File: config.mk
export PLATFORM = sky130hd
export DESIGN_NAME = serial_add_ctrl
export DESIGN_NICKNAME = d
export VERILOG_FILES = /design/src/rtl/serial_add_pkg.sv /design/src/rtl/fulladder.sv /design/src/rtl/serial_add_ctrl.sv
export SDC_FILE = /design/constraint.sdc
export NUM_CORES = 1
export LEC_CHECK = 0
export ABC_AREA = 1
export BUFFER_PORTS_ARGS = -buffer_cell sky130_fd_sc_hd__buf_2
export CORE_ASPECT_RATIO = 0.8
export CORE_MARGIN = 5
export CORE_UTILIZATION = 60
export CTS_BUF_LIST = sky130_fd_sc_hd__clkbuf_4
export CTS_CLUSTER_DIAMETER = 80
export DETAILED_ROUTE_END_ITERATION = 8
export GPL_ROUTABILITY_DRIVEN = 1
export PLACE_DENSITY = 0.86
export SLEW_MARGIN = 20
export SYNTH_ARGS = -nofsm -noshare
export SYNTH_HDL_FRONTEND = slang
export SYNTH_SLANG_ARGS = --single-unit
File: constraint.sdc
create_clock -name clk -period 3.6 [get_ports clk]
set_clock_uncertainty 0.15 [all_clocks]
set_input_delay 0.54 -clock clk [delete_from_list [all_inputs] [get_ports clk]]
set_output_delay 0.54 -clock clk [all_outputs]
set_load 0.02 [all_outputs]
File: src/rtl/serial_add_pkg.sv
// rtl/serial_add_pkg.sv - shared types for the bit-serial add/subtract sequencer
package serial_add_pkg;

  typedef enum logic [1:0] {
    IDLE = 2'd0,
    RUN  = 2'd1,
    DONE = 2'd2
  } sa_state_t;

endpackage

File: src/rtl/fulladder.sv
// rtl/fulladder.sv - single-bit full adder cell
module fulladder (
  input  logic x,
  input  logic y,
  input  logic cin,
  output logic sum,
  output logic cout
);

  // Plain combinational sum and majority carry
  assign sum  = x ^ y ^ cin;
  assign cout = (x & y) | (cin & (x ^ y));

endmodule

File: src/rtl/serial_add_ctrl.sv
// rtl/serial_add_ctrl.sv - bit-serial add/subtract sequencer around one full adder cell
module serial_add_ctrl #(
  parameter int WIDTH = 8
) (
  input  logic             clk,
  input  logic             rst,
  input  logic             start,
  input  logic             sub,
  input  logic [WIDTH-1:0] a,
  input  logic [WIDTH-1:0] b,
  output logic             busy,
  output logic             done,
  output logic [WIDTH-1:0] result,
  output logic             cout,
  output logic             ovf
);
  import serial_add_pkg::*;

  localparam int CW = $clog2(WIDTH);
  // Counter value of the bit feeding the MSB, and of the MSB itself
  localparam logic [CW-1:0] CNT_PRE_MSB = CW'(WIDTH - 2);
  localparam logic [CW-1:0] CNT_LAST    = CW'(WIDTH - 1);

  sa_state_t        state;
  logic [CW-1:0]    cnt;
  logic [WIDTH-1:0] a_sh;
  logic [WIDTH-1:0] b_sh;
  logic             carry;
  logic             carry_msb_in;

  logic             fa_sum;
  logic             fa_cout;

  fulladder u_fa (
    .x    (a_sh[0]),
    .y    (b_sh[0]),
    .cin  (carry),
    .sum  (fa_sum),
    .cout (fa_cout)
  );

  // Sequencer: latch operands, walk bits LSB first, then pulse done for one cycle
  always_ff @(posedge clk) begin
    if (rst) begin
      state        <= IDLE;
      cnt          <= '0;
      a_sh         <= '0;
      b_sh         <= '0;
      carry        <= 1'b0;
      carry_msb_in <= 1'b0;
      result       <= '0;
      cout         <= 1'b0;
      ovf          <= 1'b0;
      busy         <= 1'b0;
      done         <= 1'b0;
    end else begin
      case (state)
        IDLE: begin
          done <= 1'b0;
          busy <= 1'b0;
          if (start) begin
            // Subtraction is a + ~b + 1: invert b here and seed the carry with sub
            a_sh   <= a;
            b_sh   <= b ^ {WIDTH{sub}};
            carry  <= sub;
            cnt    <= '0;
            result <= '0;
            cout   <= 1'b0;
            ovf    <= 1'b0;
            busy   <= 1'b1;
            state  <= RUN;
          end
        end

        RUN: begin
          result <= {fa_sum, result[WIDTH-1:1]};
          a_sh   <= a_sh >> 1;
          b_sh   <= b_sh >> 1;
          carry  <= fa_cout;
          cnt    <= cnt + 1'b1;
          if (cnt == CNT_PRE_MSB) begin
            carry_msb_in <= fa_cout;
          end
          if (cnt == CNT_LAST) begin
            cout  <= fa_cout;
            ovf   <= fa_cout ^ carry_msb_in;
            busy  <= 1'b0;
            done  <= 1'b1;
            state <= DONE;
          end
        end

        DONE: begin
          done  <= 1'b0;
          state <= IDLE;
        end

        default: begin
          busy  <= 1'b0;
          done  <= 1'b0;
          state <= IDLE;
        end
      endcase
    end
  end

endmodule

==> results of run 1 <==
[final cells by class]
type                            instances  area share (%)
Multi-Input combinational cell        175            43.4
Timing Repair Buffer                   31            8.40
Clock buffer                            6            2.44
Clock inverter                          2           0.407
Tap cell                               38            2.57
Sequential cell                        35            37.9
Inverter                               23            4.81
[metrics by stage]
| stage | area (sq um) | worst slack (ns) | utilization, % |
|---|---|---|---|
| 6_report | 1850 | 1.83 | 68.4 |
| 5_1_grt | 1850 | 1.73 | 68.4 |
| 4_1_cts | 1850 | 1.87 | 68.4 |
| 3_5_place_dp | 1790 | 1.52 | 66.4 |
| 3_3_place_gp | 1790 | 1.57 | 66.4 |
| 2_1_floorplan | 1660 | 2.15 | - |
[state kept, by name, indices dropped and copies added, names as in the netlist, 2 cells and up]
register	flops
cnt	3
a_sh	8
b_sh	8
result	8
state	2
[cells in the mapped netlist, drive strengths merged]
master  number
a21oi        6
buf          9
clkbuf       2
clkinv       1
dfxtp       35
fa           1
ha           3
inv         22
nand2       79
nand3       37
nor2        34
nor3         1
o21ai        8
o22ai        5
xor2         1
[worst max-delay path by stage]
stage	from	endpoint	slack, ns	cells after the start
after floorplan	start	b_sh[6]	2.15	7
after global placement	rst	cnt[1]	1.57	4
after detailed placement	rst	cnt[1]	1.52	4
after CTS	rst	cnt[1]	1.87	4
after global routing	rst	cnt[1]	1.73	4
final	rst	cnt[1]	1.83	4
[where the power goes]
group          leakage [uW]  internal [uW]  switching, uW
clock             0.0000307           79.8            122
combinational      0.000621           36.0           67.4
sequential         0.000285            404           11.8
total              0.000938            520            201
[metal layers]
| metal | global-route usage, % | routed length (microns) |
|---|---|---|
| met5 | 0 | 0 |
| met4 | 8.89 | 49 |
| met3 | 5.71 | 262 |
| met2 | 24.3 | 1440 |
| met1 | 28.7 | 1600 |
[worst max-delay path, stage by stage]
cell                       delay [ns]
sky130_fd_sc_hd__buf_2           0.25
sky130_fd_sc_hd__clkinv_1        0.59
sky130_fd_sc_hd__nand2_1         0.35
sky130_fd_sc_hd__o22ai_1         0.10
[kinds of logic after synthesis]
group | count (synthesis) | share of synthesized area (%)
compound gates | 19 | 6.09
flops | 35 | 42.1
fa+ha+maj | 4 | 3.46
xor+xnor | 1 | 0.526
simple gates | 151 | 38.1
buf+inv | 34 | 9.70
==> impl_metrics.toml, run 1 <==
[finish]
storage_element_area_sq_um = 701
fraction_of_layout_instances_using_a_drive_strength_above_1_pct = 15.8
antennaDiodeCount = 0
layout.cells.most_common_list = "76 x sky130_fd_sc_hd__nand2_1, 37 x sky130_fd_sc_hd__nand3_1, 35 x sky130_fd_sc_hd__dfxtp_1"
layout.nets = 295
final_cell_count_no_fill = 310
fillCellCount = 249
multi_input_area_sq_um = 802
syn2layout_area_growth_pct = 11.0
layout.cells.most_common = "sky130_fd_sc_hd__nand2_1"

[setup_path]
path_class = "primary input to flop"
critical_path.startpoint_type = "primary input"
regToRegSetupSlack_ns = 1.95
r2r-start = "state[1]"
crit_arrival_ns = 1.83
data_required_time_at_the_worst_endpoint_ns = 3.67
critical_path_peak_fanout = 27
critical_path.reg2reg.endpoint = "a_sh[5]"
cp-end-kind = "flop"
reg2reg_depth = 7

[sta]
finalSetupViolations = 0
worst_pin_slew_ns = 0.653
timing.final.max_slew_violations = 0
rsz0062_at_grt = "no"
finalHoldViolCount = 0
timing.setup.tns_ns = 0
max_slew_margin_pct = 56.2
hold_ws_ns = 0.296
post-route-min-period_ns = 1.77
max_freq_mhz = 566
fin_crit_share_pct = 49.1

[route]
drc_errors = 0
routed-via-count = 1571
totalWireLength_microns = 3350
average_wire_per_standard_cell_microns = 10.8
final_antenna_net_count = 0
drt_iter0_markers = 169
drt_first_pass_iters = 4
routed_via_density = 5.07

[synthesis]
synth-seq-area-share_pct = 42.1
post_synth_instance_area_sq_mm = 0.00166
synth_cells = 244
synth_fp_nets = 268
number_of_different_library_cells_in_the_post_synthesis_netlist = 23
synth.yosys.warnings = 0
netlist_top_cells_area = "sky130_fd_sc_hd__dfxtp_1 42%, sky130_fd_sc_hd__nand2_1 17%, sky130_fd_sc_hd__nand3_1 11%"
synth_seq_cells = 35
synthDominantAreaCellType = "sky130_fd_sc_hd__dfxtp_1"
postSynthAreaPerCell_sq_um = 6.82
synth_top_area_share_pct = 42.1

[worst_hold_path]
hold-path-endpoint = "a_sh[7]"
hp-class = "primary input to flop"
hold_start = "a[7]"
holdPathStages = 3

[clocking]
cts_post_setup_buffers_inserted = 0
cts_repair_resize_count = 0
clkTransAtPathRegs_ns = 0.09
insertion_delay_ns = 0.34
cts-root-buf = "sky130_fd_sc_hd__clkbuf_4"
clk_path_buf_depth = 2
number_of_h_tree_levels = 2
cts_made_buffers = 5
holdBufCountCts = 0
tritoncts_clock_tree = "yes"
clock-sinks = 35

[die]
rows = 17
core-area_sq_mm = 0.00270
die-height_microns = 57.1
start_util_pct = 61.6
boundaryPins = 32
die_w_microns = 68.9
fp.dieArea_sq_mm = 0.00393

[grt]
grt_pass1_vias = 1289
wire_length_of_the_first_global_routing_pass_microns = 5670
globalRoute.totalOverflow = 0
track_usage_pct = 19.0
antenna_found_initial = 0
grt_max_degree = 28

[place]
place_inst = 302
dp.final_hpwl_microns = 2360
gpl.final_weighted_congestion = 0.811
buffer_ports.inserted = 31

[pwr]
vdd_drop_max_mv = 0.355
power_leakage_uw = 0.000938
power_density_mw_per_mm2 = 390
power.total_uw = 720

[flow_run]
max-cap-violations = 0

[status]
status = "finished, final reports clean"
No activity file was read; power rests on OpenSTA's default activity.
==> run 2, diff against run 1 <==
--- a/config.mk
+++ b/config.mk
@@ -9,12 +9,12 @@
 export BUFFER_PORTS_ARGS = -buffer_cell sky130_fd_sc_hd__buf_2
 export CORE_ASPECT_RATIO = 0.8
 export CORE_MARGIN = 5
-export CORE_UTILIZATION = 60
+export CORE_UTILIZATION = 56
 export CTS_BUF_LIST = sky130_fd_sc_hd__clkbuf_4
 export CTS_CLUSTER_DIAMETER = 80
 export DETAILED_ROUTE_END_ITERATION = 8
 export GPL_ROUTABILITY_DRIVEN = 1
-export PLACE_DENSITY = 0.86
+export PLACE_DENSITY = 0.81
 export SLEW_MARGIN = 20
 export SYNTH_ARGS = -nofsm -noshare
 export SYNTH_HDL_FRONTEND = slang
==> constraint.sdc (replaced) <==
create_clock -name clk -period 1.7 [get_ports clk]
set_clock_uncertainty 0.15 [all_clocks]
set_input_delay 0.255 -clock clk [delete_from_list [all_inputs] [get_ports clk]]
set_output_delay 0.255 -clock clk [all_outputs]
set_load 0.02 [all_outputs]
==> run 2 against run 1 <==
Effect of this change: clock power increased by 120%; worst hold slack got worse by 0.27 ns; sequential power rose by 110%; critical path depth stayed put; wire length increased by 10%; clock-buffer cell count stayed put; critical endpoint unchanged; highest routed layer unchanged.
==> impl_metrics.toml, run 2 (synthesis gave the netlist of run 1 again) <==
[die]
fp.dieArea_sq_mm = 0.00417
core-area_sq_mm = 0.00281
rows = 17
die-height_microns = 58.8
die_w_microns = 70.9
boundaryPins = 32
start_util_pct = 59.3

[clocking]
insertion_delay_ns = 0.34
cts-root-buf = "sky130_fd_sc_hd__clkbuf_4"
number_of_h_tree_levels = 2
cts_post_setup_buffers_inserted = 0
clkTransAtPathRegs_ns = 0.10
tritoncts_clock_tree = "yes"
clk_path_buf_depth = 2
holdBufCountCts = 0
cts_made_buffers = 5
clock-sinks = 35
cts_repair_resize_count = 0

[place]
buffer_ports.inserted = 31
preCtsSetupSlack_ns = 0.254
gpl.final_weighted_congestion = 0.799
dpl_cell_area_sq_mm = 0.00184
dp.final_hpwl_microns = 2650

[grt]
wire_length_of_the_first_global_routing_pass_microns = 6180
globalRoute.totalOverflow = 0
grt_max_degree = 25
grt_pass1_vias = 1451
antenna_found_initial = 0
track_usage_pct = 18.4

[setup_path]
cpPeakStageDelay_ns = 0.50
cp-end-kind = "flop"
path_class = "flop to flop"
cp_cell_sequence = "nand2_4 -> inv_4 -> nand2_1 -> o22ai_1"
critical_path.startpoint_type = "flop"
critical_path_peak_fanout = 24
data_required_time_at_the_worst_endpoint_ns = 1.81
crit_arrival_ns = 1.60
worst_path_max_delay_cell = "sky130_fd_sc_hd__dfxtp_1"
regToRegSetupSlack_ns = 0.20

[pwr]
power_density_mw_per_mm2 = 828
power_leakage_uw = 0.000966
clkPwrFrac_pct = 28.6
sw_frac_of_total_pct = 29.0
p_switching_uw = 455
power.sequential.fraction_pct = 56.2
vdd_drop_max_mv = 0.578
comb_power_share_pct = 15.3
power.internal_uw = 1110

[finish]
layout.cells.most_common = "sky130_fd_sc_hd__nand2_1"
antennaDiodeCount = 0
layout.nets = 301
layout.cells.most_common_list = "76 x sky130_fd_sc_hd__nand2_1, 37 x sky130_fd_sc_hd__nand3_1, 35 x sky130_fd_sc_hd__dfxtp_1"
syn2layout_area_growth_pct = 13.7
top_regs = "a_sh: 8 flops, b_sh: 8 flops, result: 8 flops"
fraction_of_layout_instances_using_a_drive_strength_above_1_pct = 17.6
final_design_area_no_fill_sq_mm = 0.00189

[worst_hold_path]
hp-class = "primary input to flop"

[sta]
timing.setup.tns_ns = 0
fin_crit_share_pct = 88.0
finalWorstSetupSlack_ns = 0.203
post-route-min-period_ns = 1.50
max_slew_margin_pct = 76.6
max_freq_mhz = 668
hold_ws_ns = 0.0215
rsz0062_at_grt = "no"
timing.final.max_slew_violations = 0
finalSetupViolations = 0
worst_pin_slew_ns = 0.349
finalHoldViolCount = 0

[status]
status = "finished, final reports clean"

[route]
drc_errors = 0
average_wire_per_standard_cell_microns = 11.7
drt_iter0_markers = 114
routed-via-count = 1613
drt_first_pass_iters = 4
routed_via_density = 5.10
totalWireLength_microns = 3690
final_antenna_net_count = 0

[flow_run]
max-cap-violations = 0
[run 2: layout make-up]
type,count,area [sq um]
clock inverters,2,7.51
multi-input cells,175,802
clock buffers,6,45.0
flip-flops and latches,35,701
repair buffers,37,200
well taps,38,47.5
inverters,23,88.8
fillers,258,916
[run 2: power groups by stage]
stage / Sequential [uW] / Combinational (uW) / Clock (uW)
floorplan: 897 / 171 / 0
global placement: 897 / 230 / 0
detailed placement: 898 / 236 / 0
CTS: 880 / 237 / 444
global route: 885 / 268 / 490
finish: 880 / 239 / 447
[run 2: final timing paths]
kind                 start      end  depth (start not counted)
setup / recovery  state[0]   cnt[1]                          4
setup reg to reg  state[0]   cnt[1]                          4
hold reg to reg        ovf      ovf                          2
hold / removal        a[7]  a_sh[7]                          3
[run 2: critical path: cells and delay by family, from the launching register on]
kind,cells,cell delay (ns)
AO/OA/AOI/OAI,1,0.17
AND/OR/NAND/NOR,2,0.35
buffers and inverters,1,0.24
flip-flops,1,0.50
[run 2: per-stage QoR]
stage / power [uW] / util, % / cells
floorplan: 1070 / - / 244
global placement: 1130 / 65.5 / 308
detailed placement: 1130 / 65.5 / 308
CTS: 1560 / 67.4 / 316
global route: 1640 / 67.4 / 316
finish: 1570 / 67.4 / 316
[run 2: layer usage]
| layer | vias up | track usage, % | wire length, microns |
|---|---|---|---|
| met5 | - | 0 | 0 |
| met4 | 0 | 5.63 | 49 |
| met3 | 6 | 4.27 | 201 |
| met2 | 46 | 28.9 | 1620 |
| met1 | 727 | 25.2 | 1820 |
| li1 | 834 | - | - |
